<file path="src/rtl/stream_register.sv">
// Valid/ready pipeline register: two-entry skid buffer (BURST="yes") or half-rate single stage.
// Optional statistics outputs oCount/oStall are enabled by defining STREAM_REGISTER_STATS_EN.
module stream_register #(
  parameter int unsigned WIDTH = 8,
  parameter string       BURST = "yes"
) (
  input  logic             iCLK,
  input  logic             iRST,
  input  logic             iValid_AM,
  output logic             oReady_AM,
  input  logic [WIDTH-1:0] iData_AM,
  output logic             oValid_BM,
  input  logic             iReady_BM,
  output logic [WIDTH-1:0] oData_BM
`ifdef STREAM_REGISTER_STATS_EN
  ,
  output logic [31:0]      oCount,
  output logic             oStall
`endif
);

  logic             mainValid;
  logic [WIDTH-1:0] mainData;
  logic             acceptA;
  logic             takeB;

  assign acceptA   = iValid_AM & oReady_AM;
  assign takeB     = mainValid & iReady_BM;
  assign oValid_BM = mainValid;
  assign oData_BM  = mainData;

  if (BURST == "yes") begin : gSkid
    logic             skidValid;
    logic [WIDTH-1:0] skidData;

    // Ready depends only on the skid flop, so no input reaches oReady_AM combinationally.
    assign oReady_AM = ~skidValid;

    always_ff @(posedge iCLK or posedge iRST) begin
      if (iRST) begin
        mainValid <= 1'b0;
        skidValid <= 1'b0;
        mainData  <= '0;
        skidData  <= '0;
      end else begin
        unique case ({mainValid, skidValid})
          2'b00: begin
            if (acceptA) begin
              mainValid <= 1'b1;
              mainData  <= iData_AM;
            end
          end
          2'b10: begin
            if (acceptA && takeB) begin
              mainData <= iData_AM;
            end else if (acceptA) begin
              skidValid <= 1'b1;
              skidData  <= iData_AM;
            end else if (takeB) begin
              mainValid <= 1'b0;
            end
          end
          2'b11: begin
            if (takeB) begin
              mainData  <= skidData;
              skidValid <= 1'b0;
            end
          end
          default: begin
            mainValid <= 1'b0;
            skidValid <= 1'b0;
          end
        endcase
      end
    end
  end else begin : gSingle
    assign oReady_AM = ~mainValid;

    // acceptA and takeB are mutually exclusive here: ready is only high while empty.
    always_ff @(posedge iCLK or posedge iRST) begin
      if (iRST) begin
        mainValid <= 1'b0;
        mainData  <= '0;
      end else if (acceptA) begin
        mainValid <= 1'b1;
        mainData  <= iData_AM;
      end else if (takeB) begin
        mainValid <= 1'b0;
      end
    end
  end

`ifdef STREAM_REGISTER_STATS_EN
  logic [31:0] count;
  logic        stall;

  always_ff @(posedge iCLK or posedge iRST) begin
    if (iRST) begin
      count <= 32'd0;
      stall <= 1'b0;
    end else begin
      if (takeB) begin
        count <= count + 32'd1;
      end
      stall <= mainValid & ~iReady_BM;
    end
  end

  assign oCount = count;
  assign oStall = stall;
`endif

endmodule

</file>
<file path="config.mk">
export PLATFORM = sky130hd
export DESIGN_NAME = stream_register
export DESIGN_NICKNAME = d
export VERILOG_FILES = /design/src/rtl/stream_register.sv
export SDC_FILE = /design/constraint.sdc
export NUM_CORES = 1
export LEC_CHECK = 0
export BUFFER_PORTS_ARGS = -buffer_cell sky130_fd_sc_hd__buf_2
export CORE_MARGIN = 5
export CORE_UTILIZATION = 49
export DETAILED_ROUTE_END_ITERATION = 8
export PLACE_DENSITY_LB_ADDON = 0.25
export SLEW_MARGIN = 20
export SYNTH_ARGS = -nofsm -noshare
export SYNTH_HDL_FRONTEND = slang
export SYNTH_SLANG_ARGS = --single-unit
export TNS_END_PERCENT = 100
</file>
<file path="constraint.sdc">
create_clock -name iCLK -period 1.9 [get_ports iCLK]
set_input_delay 0 -clock iCLK [delete_from_list [all_inputs] [get_ports iCLK]]
set_output_delay 0 -clock iCLK [all_outputs]
set_load 0.02 [all_outputs]
</file>
### After elaboration in Yosys (flattened, before gate mapping)

Index checks and enable logic that the tools add are counted.
W data, S select, Z words.

| cells by class | value |
|---|---|
| equal/unequal tests | 9 |
| mux-type cells | 11 |
| bitwise logic cells | 6 |
| reductions and logical operators | 7 |

Operators by type and width:

| cell | count |
|---|---|
| $mux W8 | 3 |
| $pmux W8 S3 | 1 |
| $ne A2 B2 Y1 const B | 7 |
| $reduce_and A4 Y1 | 2 |
| $pmux W1 S3 | 2 |
| $mux W1 | 5 |
| $reduce_and A5 Y1 | 1 |
| $eq A2 B2 Y1 const B | 2 |
| $not A1 Y1 | 4 |
| $reduce_and A3 Y1 | 1 |
| $reduce_bool A3 Y1 | 1 |
| $and A1 B1 Y1 | 2 |
| $logic_not A2 Y1 | 1 |
| $logic_and A1 B1 Y1 | 1 |

| word-level totals | value |
|---|---|
| register bits after elaboration | 18 |
| input port bits | 12 |
| output and inout bits | 10 |

### Longest topological paths before layout

Gate-level depths: netlist of run 1.

| logic depth | value |
|---|---|
| word-level depth | 5 |
| gate-level depth with buffers | 3 |
| depth with buffers taken out | 3 |

### Worst setup path after synthesis of run 1

Ideal clock, no wire load.

| timing path | value |
|---|---|
| path kind | register to register |
| from | register mainValid (netlist: oValid_BM) |
| to | register mainData[0] (netlist: oData_BM[0]) |
| library setup time | 125 ps |
| data arrival time | 1401 ps |
| setup slack | 375 ps |
| stages on the path, launching flop included | 4 |
| buffers on the path | 0 |
| period minus slack after synthesis | 1525 ps |
| path through | dfrtp_1 > nor2b_1 > a211oi_4 > mux2_2 |

| on the way | value |
|---|---|
| longest elaborated chain between the ends | 4 |

RTL lines:

| element | line | source |
|---|---|---|
| start, declared | 22 | `logic mainValid;` |
| start signal, assigned | 41 | `mainValid <= 1'b0;` |
| start signal, assigned | 49 | `mainValid <= 1'b1;` |
| start signal, assigned | 60 | `mainValid <= 1'b0;` |
| $and A1 B1 Y1 | 28 | `assign takeB = mainValid & iReady_BM;` |
| $logic_and A1 B1 Y1 | 54 | `if (acceptA && takeB) begin` |
| $ne A2 B2 Y1 (no source line) | -- |  |
| $reduce_and A4 Y1 (no source line) | -- |  |
| end signal, assigned | 50 | `mainData <= iData_AM;` |
| end signal, assigned | 55 | `mainData <= iData_AM;` |
| end signal, assigned | 65 | `mainData <= skidData;` |
| end, declared | 23 | `logic [WIDTH-1:0] mainData;` |

Several ways; a longest one is shown, not always the timed one.
A chain may end at the register's enable or synchronous reset.

### Worst setup path in the final report of run 1

| timing path | value |
|---|---|
| from | register gSkid.skidValid |
| to | register mainData[1] (netlist: oData_BM[1]) |

| on the way | value |
|---|---|
| longest elaborated chain between the ends | 5 |

RTL lines:

| element | line | source |
|---|---|---|
| start, declared | 33 | `logic skidValid;` |
| start signal, assigned | 42 | `skidValid <= 1'b0;` |
| start signal, assigned | 57 | `skidValid <= 1'b1;` |
| start signal, assigned | 66 | `skidValid <= 1'b0;` |
| $not A1 Y1 | 37 | `assign oReady_AM = ~skidValid;` |
| $and A1 B1 Y1 | 27 | `assign acceptA = iValid_AM & oReady_AM;` |
| $logic_and A1 B1 Y1 | 54 |  |
| $ne A2 B2 Y1 (no source line) | -- |  |
| $reduce_and A4 Y1 (no source line) | -- |  |

Several ways; a longest one is shown, not always the timed one.

==> qor.yml, run 1 <==
finish:
  fill_cells: 121
  area_delta_synth_final_pct: 32.5
  final_layout_size_suffix_gt1_frac: 0.578
  final_nets: 103
  antenna_cells: 0
  final_cell_mix: "24 x mux2_2, 21 x buf_2, 18 x dfrtp_1, 10 x dlygate4sd3_1"
  final_common_cell: "mux2_2"
logic_synthesis:
  synth_top_area_cell: "dfrtp_1"
  ys_ff_latch: 18
  yosys-top-cells-area: "dfrtp_1 56%, mux2_2 34%, a211oi_4 2.5%"
  ys_warn_count: 0
  avgSynthCellArea_um2: 14.7
  synth_area_um2: 806
  yosysUniqueCellTypes: 12
  synth_top_area_frac: 0.559
  synth_nets: 67
  seq_area_frac_synth: 0.559
  synth_cells: 55
grt:
  antenna_found_initial: 0
  grt_pass1_wl_um: 2430
  grt_pass1_vias: 565
  grt_use_total: 0.128
  grt_max_degree: 19
  grt_overflow: 0
setup_path:
  r2r_slack_ns: 0.36
  rr_worst_depth: 3
  cp-endpoint: "oData_BM[1]"
  crit_type: "reg -> reg"
  cp.arrival_ns: 1.72
  r2r-start: "gSkid.skidValid"
  worst_setup_path_start_kind: "flip-flop"
  worstSetupStartpoint: "gSkid.skidValid"
  rr_endpoint: "oData_BM[1]"
  cp-end-kind: "flip-flop"
  cp_max_fo: 8
  critPathRequiredTime_ns: 2.08
timing:
  fmax_mhz: 650
  fin_crit_sh: 0.809
  slew_headroom: 0.555
  rsz0062_at_grt: "no"
  tightest_slew_ns: 0.667
  hold_violations: 0
  slew_violations: 0
  tns_ns: 0
  clock_skew_ns: 0.00302
  fin_ws_ns: 0.362
  setup_viol: 0
  post-route-min-period_ns: 1.54
detailed_routing:
  ant_nets: 0
  wirelength_um: 1520
  vias: 529
  drc: 0
  wl_per_cell_um: 14.4
  vias_per_cell: 4.99
  drt_iter0_drc: 1
  dr.pass1.iters: 2
floorplan:
  initial_core_util: 0.523
  die_h_um: 50.6
  die_w_um: 50.6
  fp-row-count: 14
  dieArea_um2: 2560
  io_pins: 22
  coreArea_um2: 1540
power_and_ir_drop:
  p_comb_frac: 0.290
  p_leak_nw: 0.489
  p_int_w: 0.000757
  swShare: 0.297
  vdd_drop_max_v: 0.000619
  p_seq_frac: 0.493
  p_sw_w: 0.000320
  power_density_nw_per_um2: 1010
  p_clk_frac: 0.217
outcome:
  outcome: "completed"
clock_tree:
  cts_tree: "yes"
  cts_root_buf: "clkbuf_4"
  clk_path_buf_depth: 2
  clock_latency_ns: 0.29
  cts_buffers: 3
  cts_sinks: 18
  cts_max_level: 1
  clk_pin_slew_ns: 0.10
  cts.repair.resized: 0
worst_hold_path:
  hp-class: "in -> reg"
place:
  gp_congestion: 0.705
  portBuffers: 21
  post-place-ws_ns: 0.358
  hpwl_um: 1060
flow_run:
  cap_violations: 0
[area by class of cell]
| cell class | instances | area (um2) | area share |
|---|---|---|---|
| multi-input combinational | 34 | 344 | 0.322 |
| inverter | 3 | 11.3 | 0.0106 |
| clock buffer | 4 | 36.3 | 0.0340 |
| tap | 16 | 20.0 | 0.0188 |
| sequential | 18 | 450 | 0.422 |
| timing repair buffer | 31 | 205 | 0.192 |
[synthesized netlist by cell type]
cell and count:
mux2_2 24, dfrtp_1 18, inv_1 3, nor2_1 2, a211oi_4 1, nand2_1 1
nand2_2 1, nand2b_1 1, nor2_4 1, nor2b_1 1, o21ai_0 1, or2b_1 1
[power groups by stage]
| stage | Sequential, W | Combinational (W) | Clock (W) |
|---|---|---|---|
| 2_1_floorplan | 0.000592 | 0.000151 | 0 |
| 3_3_place_gp | 0.000535 | 0.000294 | 0 |
| 3_5_place_dp | 0.000539 | 0.000302 | 0 |
| 4_1_cts | 0.000532 | 0.000318 | 0.000242 |
| 5_1_grt | 0.000542 | 0.000338 | 0.000263 |
| 6_report | 0.000531 | 0.000313 | 0.000233 |
[flip-flops by register name, summed over array words and instances, names as in the netlist]
register,cells
gSkid.skidValid,1
oData_BM,8
oValid_BM,1
gSkid.skidData,8
[worst max-delay path, cell delays in order, from the launching register on]
cell	delay (ns)
dfrtp_1	0.44
nor2b_1	0.17
a211oi_4	0.44
mux2_2	0.39
[metrics by stage]
stage	power, W	hold slack (ns)	std cells	area [um2]	utilization
after floorplan	0.000742	-0.0614	55	806	-
after global placement	0.000829	0.128	92	931	0.604
after detailed placement	0.000842	0.132	92	931	0.604
after CTS	0.00109	0.0435	106	1070	0.692
after global routing	0.00114	0.0380	106	1070	0.692
final	0.00108	0.0551	106	1070	0.692
[metal layers]
layer / up-vias / share of wire / track usage
li1: 259 / - / -
met1: 255 / 0.41 / 0.142
met2: 13 / 0.53 / 0.217
met3: 2 / 0.056 / 0.0355
met4: 0 / 0.0092 / 0.0766
met5: - / 0 / 0
[kinds of logic after synthesis]
family	share of synthesized area
muxes	0.335
buffers and inverters	0.0140
and+or+nand+nor	0.0606
DFF	0.559
AOI/OAI and AO/OA	0.0311
[repair_timing]
| action | 4_1_cts | 5_1_grt |
|---|---|---|
| setup buffers | 0 | 0 |
| endpoints found under the hold margin | 28 | 0 |
| hold buffers | 10 | 0 |
| setup endpoints to repair | 0 | 0 |
[worst min-delay path by stage]
stage | startpoint | end | slack, ns | depth (start not counted)
6_report | iReady_BM | gSkid.skidValid | 0.06 | 3
5_1_grt | iReady_BM | gSkid.skidValid | 0.04 | 3
4_1_cts | iReady_BM | gSkid.skidValid | 0.04 | 3
3_5_place_dp | iRST | gSkid.skidData[6] | 0.13 | 2
3_3_place_gp | iRST | gSkid.skidData[6] | 0.13 | 2
2_1_floorplan | iRST | gSkid.skidData[0] | -0.06 | 1
Note: power is estimated with default switching activity, not from simulation.
==> run 2: changes to the inputs <==
Clock period 1.9 ns to 1.6 ns, I/O delays scaled along.
==> run 2 against run 1 <==
Compared with the run above:
- maximum frequency is 2.0% higher
- final area is 0.70% higher
- sequential cell count stayed put
- worst hold slack worse by 0.0017 ns
- highest routed layer unchanged
==> qor.yml, run 2 (synthesis gave the netlist of run 1 again) <==
timing:
  fin_hold_ws_ns: 0.0534  # -0.00168 ns
  post-route-min-period_ns: 1.51  # -0.0307 ns
  fin_ws_ns: 0.0929  # -0.269 ns
  fin_crit_sh: 0.942  # +0.133
  slew_violations: 0  # unchanged
  hold_violations: 0  # unchanged
  clock_skew_ns: 0.00558  # +0.00256 ns
  slew_headroom: 0.559  # +0.00439
  fmax_mhz: 664  # +2.0%
  rsz0062_at_grt: "no"
  setup_viol: 0  # unchanged
  tightest_slew_ns: 0.660  # -0.00658 ns
  tns_ns: 0  # unchanged
clock_tree:
  cts_max_level: 1  # unchanged
  clock_latency_ns: 0.28  # about the same
  cts_tree: "yes"
  clk_path_buf_depth: 2  # unchanged
  cts_buffers: 3  # unchanged
  cts_sinks: 18  # unchanged
  clk_pin_slew_ns: 0.09  # about the same
  cts_root_buf: "clkbuf_4"
floorplan:
  fp-row-count: 14  # unchanged
  die_w_um: 50.6  # unchanged
  die_h_um: 50.6  # unchanged
  initial_core_util: 0.523  # unchanged
  coreArea_um2: 1540  # unchanged
  dieArea_um2: 2560  # unchanged
  io_pins: 22  # unchanged
setup_path:
  cp-endpoint: "gSkid.skidData[1]"
  worstSetupStartpoint: "oValid_BM"
  r2r-start: "oValid_BM"
  crit_type: "reg -> reg"
  slowest_delay_ns: 0.47  # +0.03 ns
  rr_worst_depth: 3  # unchanged
  worst_setup_path_start_kind: "flip-flop"
  cp.arrival_ns: 1.68  # -0.04 ns
  cp-end-kind: "flip-flop"
  cp_max_fo: 8  # unchanged
  critPathRequiredTime_ns: 1.77  # -0.31 ns
  crit_slowest_cell: "dfrtp_1"
  path_cells: "or2b_1 > nor2_4 > mux2_2"
  r2r_slack_ns: 0.09  # -0.27 ns
  rr_endpoint: "gSkid.skidData[1]"
detailed_routing:
  vias: 545  # +3.0%
  wirelength_um: 1510  # -0.98%
  drt_iter0_drc: 2  # +1
  drc: 0  # unchanged
  ant_nets: 0  # unchanged
  wl_per_cell_um: 14.1  # -1.9%
  vias_per_cell: 5.09  # +2.1%
  dr.pass1.iters: 2  # unchanged
finish:
  final_nets: 104  # +0.97%
  antenna_cells: 0  # unchanged
  final_cell_mix: "24 x mux2_2, 21 x buf_2, 18 x dfrtp_1, 10 x dlygate4sd3_1"
  final_common_cell: "mux2_2"
  final_cells: 107  # +0.94%
  final_layout_size_suffix_gt1_frac: 0.582  # +0.00464
  fill_cells: 123  # +1.7%
  area_delta_synth_final_pct: 33.4
  fin_area_um2: 1070  # +0.70%
power_and_ir_drop:
  p_leak_nw: 0.494  # +1.0%
  power_density_nw_per_um2: 1190  # +18%
  vdd_drop_max_v: 0.000716  # +16%
grt:
  grt_overflow: 0  # unchanged
  grt_util_met3: 0.0296  # -0.00592
  grt_use_total: 0.139  # +0.0101
  grt_pass1_vias: 584  # +3.4%
  gr-usage-met2: 0.248  # +0.0310
  grt_max_degree: 19  # unchanged
  grt_pass1_wl_um: 2630  # +8.2%
  grtUsageMet1: 0.148  # +0.00678
  antenna_found_initial: 0  # unchanged
  top_usage_layer: "met2"
place:
  hpwl_um: 1100  # +4.2%
  portBuffers: 21  # unchanged
  placedInstanceArea_um2: 938  # +0.81%
  gp_congestion: 0.646  # -8.4%
  placed_cells: 93  # +1.1%
  post-place-ws_ns: 0.100  # -0.257 ns
flow_run:
  cap_violations: 0  # unchanged
worst_hold_path:
  hp-class: "in -> reg"
outcome:
  outcome: "completed"
run 2: through the flow:
step | util | total power [W]
final | 0.697 | 0.00128
after global routing | 0.697 | 0.00136
after CTS | 0.697 | 0.00130
after detailed placement | 0.609 | 0.00101
after global placement | 0.609 | 0.000986
after floorplan | - | 0.000881
run 2: layer usage:
layer / part of all wire / vias to the layer above
li1: - / 263
met1: 0.38 / 269
met2: 0.56 / 11
met3: 0.046 / 2
met4: 0.012 / 0
met5: 0 / -
run 2: critical path: cells and delay by family, from the launching register on:
| kind | cells | cell delay [ns] |
|---|---|---|
| simple gates | 2 | 0.56 |
| flops | 1 | 0.47 |
| mux | 1 | 0.38 |
run 2: worst min-delay path by stage:
stage	slack [ns]	to	depth (start not counted)	startpoint
floorplan	-0.06	gSkid.skidData[0]	1	iRST
global placement	0.13	oData_BM[2]	2	iRST
detailed placement	0.13	gSkid.skidData[4]	2	iRST
CTS	0.04	gSkid.skidValid	3	iReady_BM
global route	0.07	gSkid.skidValid	3	iReady_BM
finish	0.05	gSkid.skidValid	3	iReady_BM
run 2: repair_timing:
action | in CTS | in global routing
setup buffers | 0 | 0
hold buffers | 10 | 0
hold endpoints to repair | 27 | 0
endpoints found under the setup margin | 0 | 0
gates resized for setup | 0 | 0
run 2: layout make-up:
type / count / area, um2 / share of cell area
clock buffer: 4 / 36.3 / 0.0338
inverter: 3 / 11.3 / 0.0105
timing repair buffer: 32 / 213 / 0.198
sequential: 18 / 450 / 0.419
multi-input combinational: 34 / 344 / 0.320
tap: 16 / 20.0 / 0.0186
run 2: where the power goes:
| part | switching [W] | internal, W |
|---|---|---|
| Clock | 0.000128 | 0.000138 |
| Sequential | 0.0000624 | 0.000570 |
| Combinational | 0.000183 | 0.000195 |
| Total | 0.000373 | 0.000903 |
==> run 3: changes to the inputs <==
Settings changed: CORE_ASPECT_RATIO set to 0.8.
Clock period 1.6 ns to 1.45 ns, I/O delays scaled along.
==> run 3 against run 2 <==
Compared with the run above:
- the run now ends with setup timing left
- total power grew 12%
- via count grew 2.6%
- maximum frequency is 3.4% higher
- clock power up 12%
- sequential share of layout area decreased by 1.6 points
- first-iteration DRC count rose to 3.5 times the previous value
- largest cell class unchanged
- largest power group unchanged
==> qor.yml, run 3 (synthesis gave the netlist of run 1 again) <==
place:
  placed_cells: 101  # +8.6%
  placedInstanceArea_um2: 962  # +2.5%
  hpwl_um: 1130  # +2.9%
  portBuffers: 21  # unchanged
  gp_congestion: 0.700  # +8.4%
setup_path:
  cp_num_cells: 4  # +1
  cp_max_fo: 6  # -2
  crit_slowest_cell: "dfrtp_2"
  critPathRequiredTime_ns: 1.63  # -0.14 ns
  slowest_delay_ns: 0.45  # -0.02 ns
  crit_type: "reg -> reg"
  critPathBufInv: 2  # +2
  path_cells: "buf_4 > a211oi_4 > buf_6 > mux2_2"
  rr_worst_depth: 4  # +1
  cp-end-kind: "flip-flop"
  cp_top_family: "flip-flops"
  cp.arrival_ns: 1.63  # -0.05 ns
  worst_setup_path_start_kind: "flip-flop"
finish:
  area_delta_synth_final_pct: 39.1
  multi_input_area_um2: 344  # unchanged
  final_common_cell: "mux2_2"
  final_cell_mix: "24 x mux2_2, 21 x buf_2, 17 x dfrtp_1, 10 x dlygate4sd3_1"
  final_layout_size_suffix_gt1_frac: 0.611  # +0.0281
  fin_area_um2: 1120  # +4.3%
  fill_cells: 132  # +7.3%
  final_cells: 117  # +9.3%
  antenna_cells: 0  # unchanged
  regArea_um2: 452  # +0.28%
  final_nets: 108  # +3.8%
detailed_routing:
  vias_per_cell: 4.78  # -6.2%
  ant_nets: 0  # unchanged
  wl_per_cell_um: 13.2  # -6.3%
  drt_iter0_drc: 7  # +5
  drc: 0  # unchanged
  vias: 559  # +2.6%
  dr.pass1.iters: 2  # unchanged
  wirelength_um: 1550  # +2.5%
floorplan:
  fp-row-count: 13  # -1
  io_pins: 22  # unchanged
  coreArea_um2: 1590  # +3.4%
  die_h_um: 46.3  # -8.5%
  die_w_um: 55.3  # +9.5%
  initial_core_util: 0.505  # -0.0172
  dieArea_um2: 2560  # +0.21%
timing:
  tns_ns: -0.0234  # -0.0234 ns
  setup_viol: 4  # +4
  tightest_slew_ns: 0.277  # -0.384 ns
  clock_skew_ns: 0.00706  # +0.00147 ns
  fmax_mhz: 686  # +3.4%
  rsz0062_at_grt: "yes"
  slew_headroom: 0.815  # +0.256
  fin_crit_sh: 1.01  # +0.0632
  post-route-min-period_ns: 1.46  # -0.0496 ns
  fin_ws_ns: -0.00746  # -0.100 ns
  hold_violations: 0  # unchanged
  slew_violations: 0  # unchanged
grt:
  grt_pass1_vias: 602  # +3.1%
  antenna_found_initial: 0  # unchanged
  grt_overflow: 0  # unchanged
  grt_pass1_wl_um: 2820  # +7.4%
  grt_use_total: 0.146  # +0.00767
  grt_max_degree: 19  # unchanged
clock_tree:
  cts_root_buf: "clkbuf_4"
  cts_sinks: 18  # unchanged
  cts_buffers: 3  # unchanged
  cts_tree: "yes"
  clk_path_buf_depth: 2  # unchanged
  cts_max_level: 1  # unchanged
  clk_pin_slew_ns: 0.10  # about the same
  clock_latency_ns: 0.29  # about the same
power_and_ir_drop:
  p_leak_nw: 0.514  # +4.1%
  power_density_nw_per_um2: 1280  # +7.5%
  vdd_drop_max_v: 0.000892  # +25%
worst_hold_path:
  hp-class: "in -> reg"
  hold_path_depth: 4  # +1
outcome:
  violations: "setup timing"
  outcome: "complete, but fails checks"
flow_run:
  cap_violations: 0  # unchanged
-- run 3: through the flow --
stage                     power (W)  utilization  hold WS, ns  setup slack, ns
after CTS                   0.00145        0.699        0.102          -0.0153
after global placement      0.00110        0.604       0.0242         -0.00721
after detailed placement    0.00112        0.604       0.0306          -0.0262
after global routing        0.00153        0.703        0.116          -0.0402
after floorplan            0.000973            -      -0.0615           0.0267
final                       0.00143        0.703        0.108         -0.00746
-- run 3: final timing paths --
path	slack, ns	start	to
worst max-delay path	-0.007	oValid_BM	oData_BM[4]
worst min-delay path	0.11	iReady_BM	oValid_BM
worst max register to register	-0.007	oValid_BM	oData_BM[4]
worst min register to register	0.51	oData_BM[1]	oData_BM[1]
max in group asynchronous	0.99	iRST	oValid_BM
min in group asynchronous	0.26	iRST	oValid_BM
-- run 3: worst min-delay path, stage by stage --
cell,delay [ns]
buf_2,0.09
inv_1,0.07
o21ai_0,0.16
nand2_1,0.05
-- run 3: cell type report --
class | count | area share
sequential | 18 | 0.403
multi-input combinational | 34 | 0.307
timing repair buffer | 36 | 0.223
clock buffer | 4 | 0.0324
tap | 22 | 0.0246
inverter | 3 | 0.0100
-- run 3: what timing repair did --
item / 4_1_cts / 5_1_grt
setup buffers: 1 / 1
setup endpoints to repair: 16 / 15
hold buffers: 10 / 0
pin swaps: 2 / 1
gates resized for setup: 2 / 0
endpoints found under the hold margin: 28 / 0
cloned: 0 / 0
-- run 3: where the power goes --
| part | switching (W) | leakage, nW | internal [W] |
|---|---|---|---|
| sequential | 0.0000631 | 0.212 | 0.000629 |
| combinational | 0.000210 | 0.282 | 0.000233 |
| clock | 0.000144 | 0.0210 | 0.000153 |
-- run 3: layer usage --
| metal | vias up | part of all wire | global-route usage | wire length [um] |
|---|---|---|---|---|
| li1 | 271 | - | - | - |
| met1 | 272 | 0.44 | 0.165 | 676 |
| met2 | 16 | 0.50 | 0.274 | 775 |
| met3 | 0 | 0.060 | 0.0616 | 93 |
| met4 | 0 | 0 | 0.0146 | 0 |
| met5 | - | 0 | 0 | 0 |
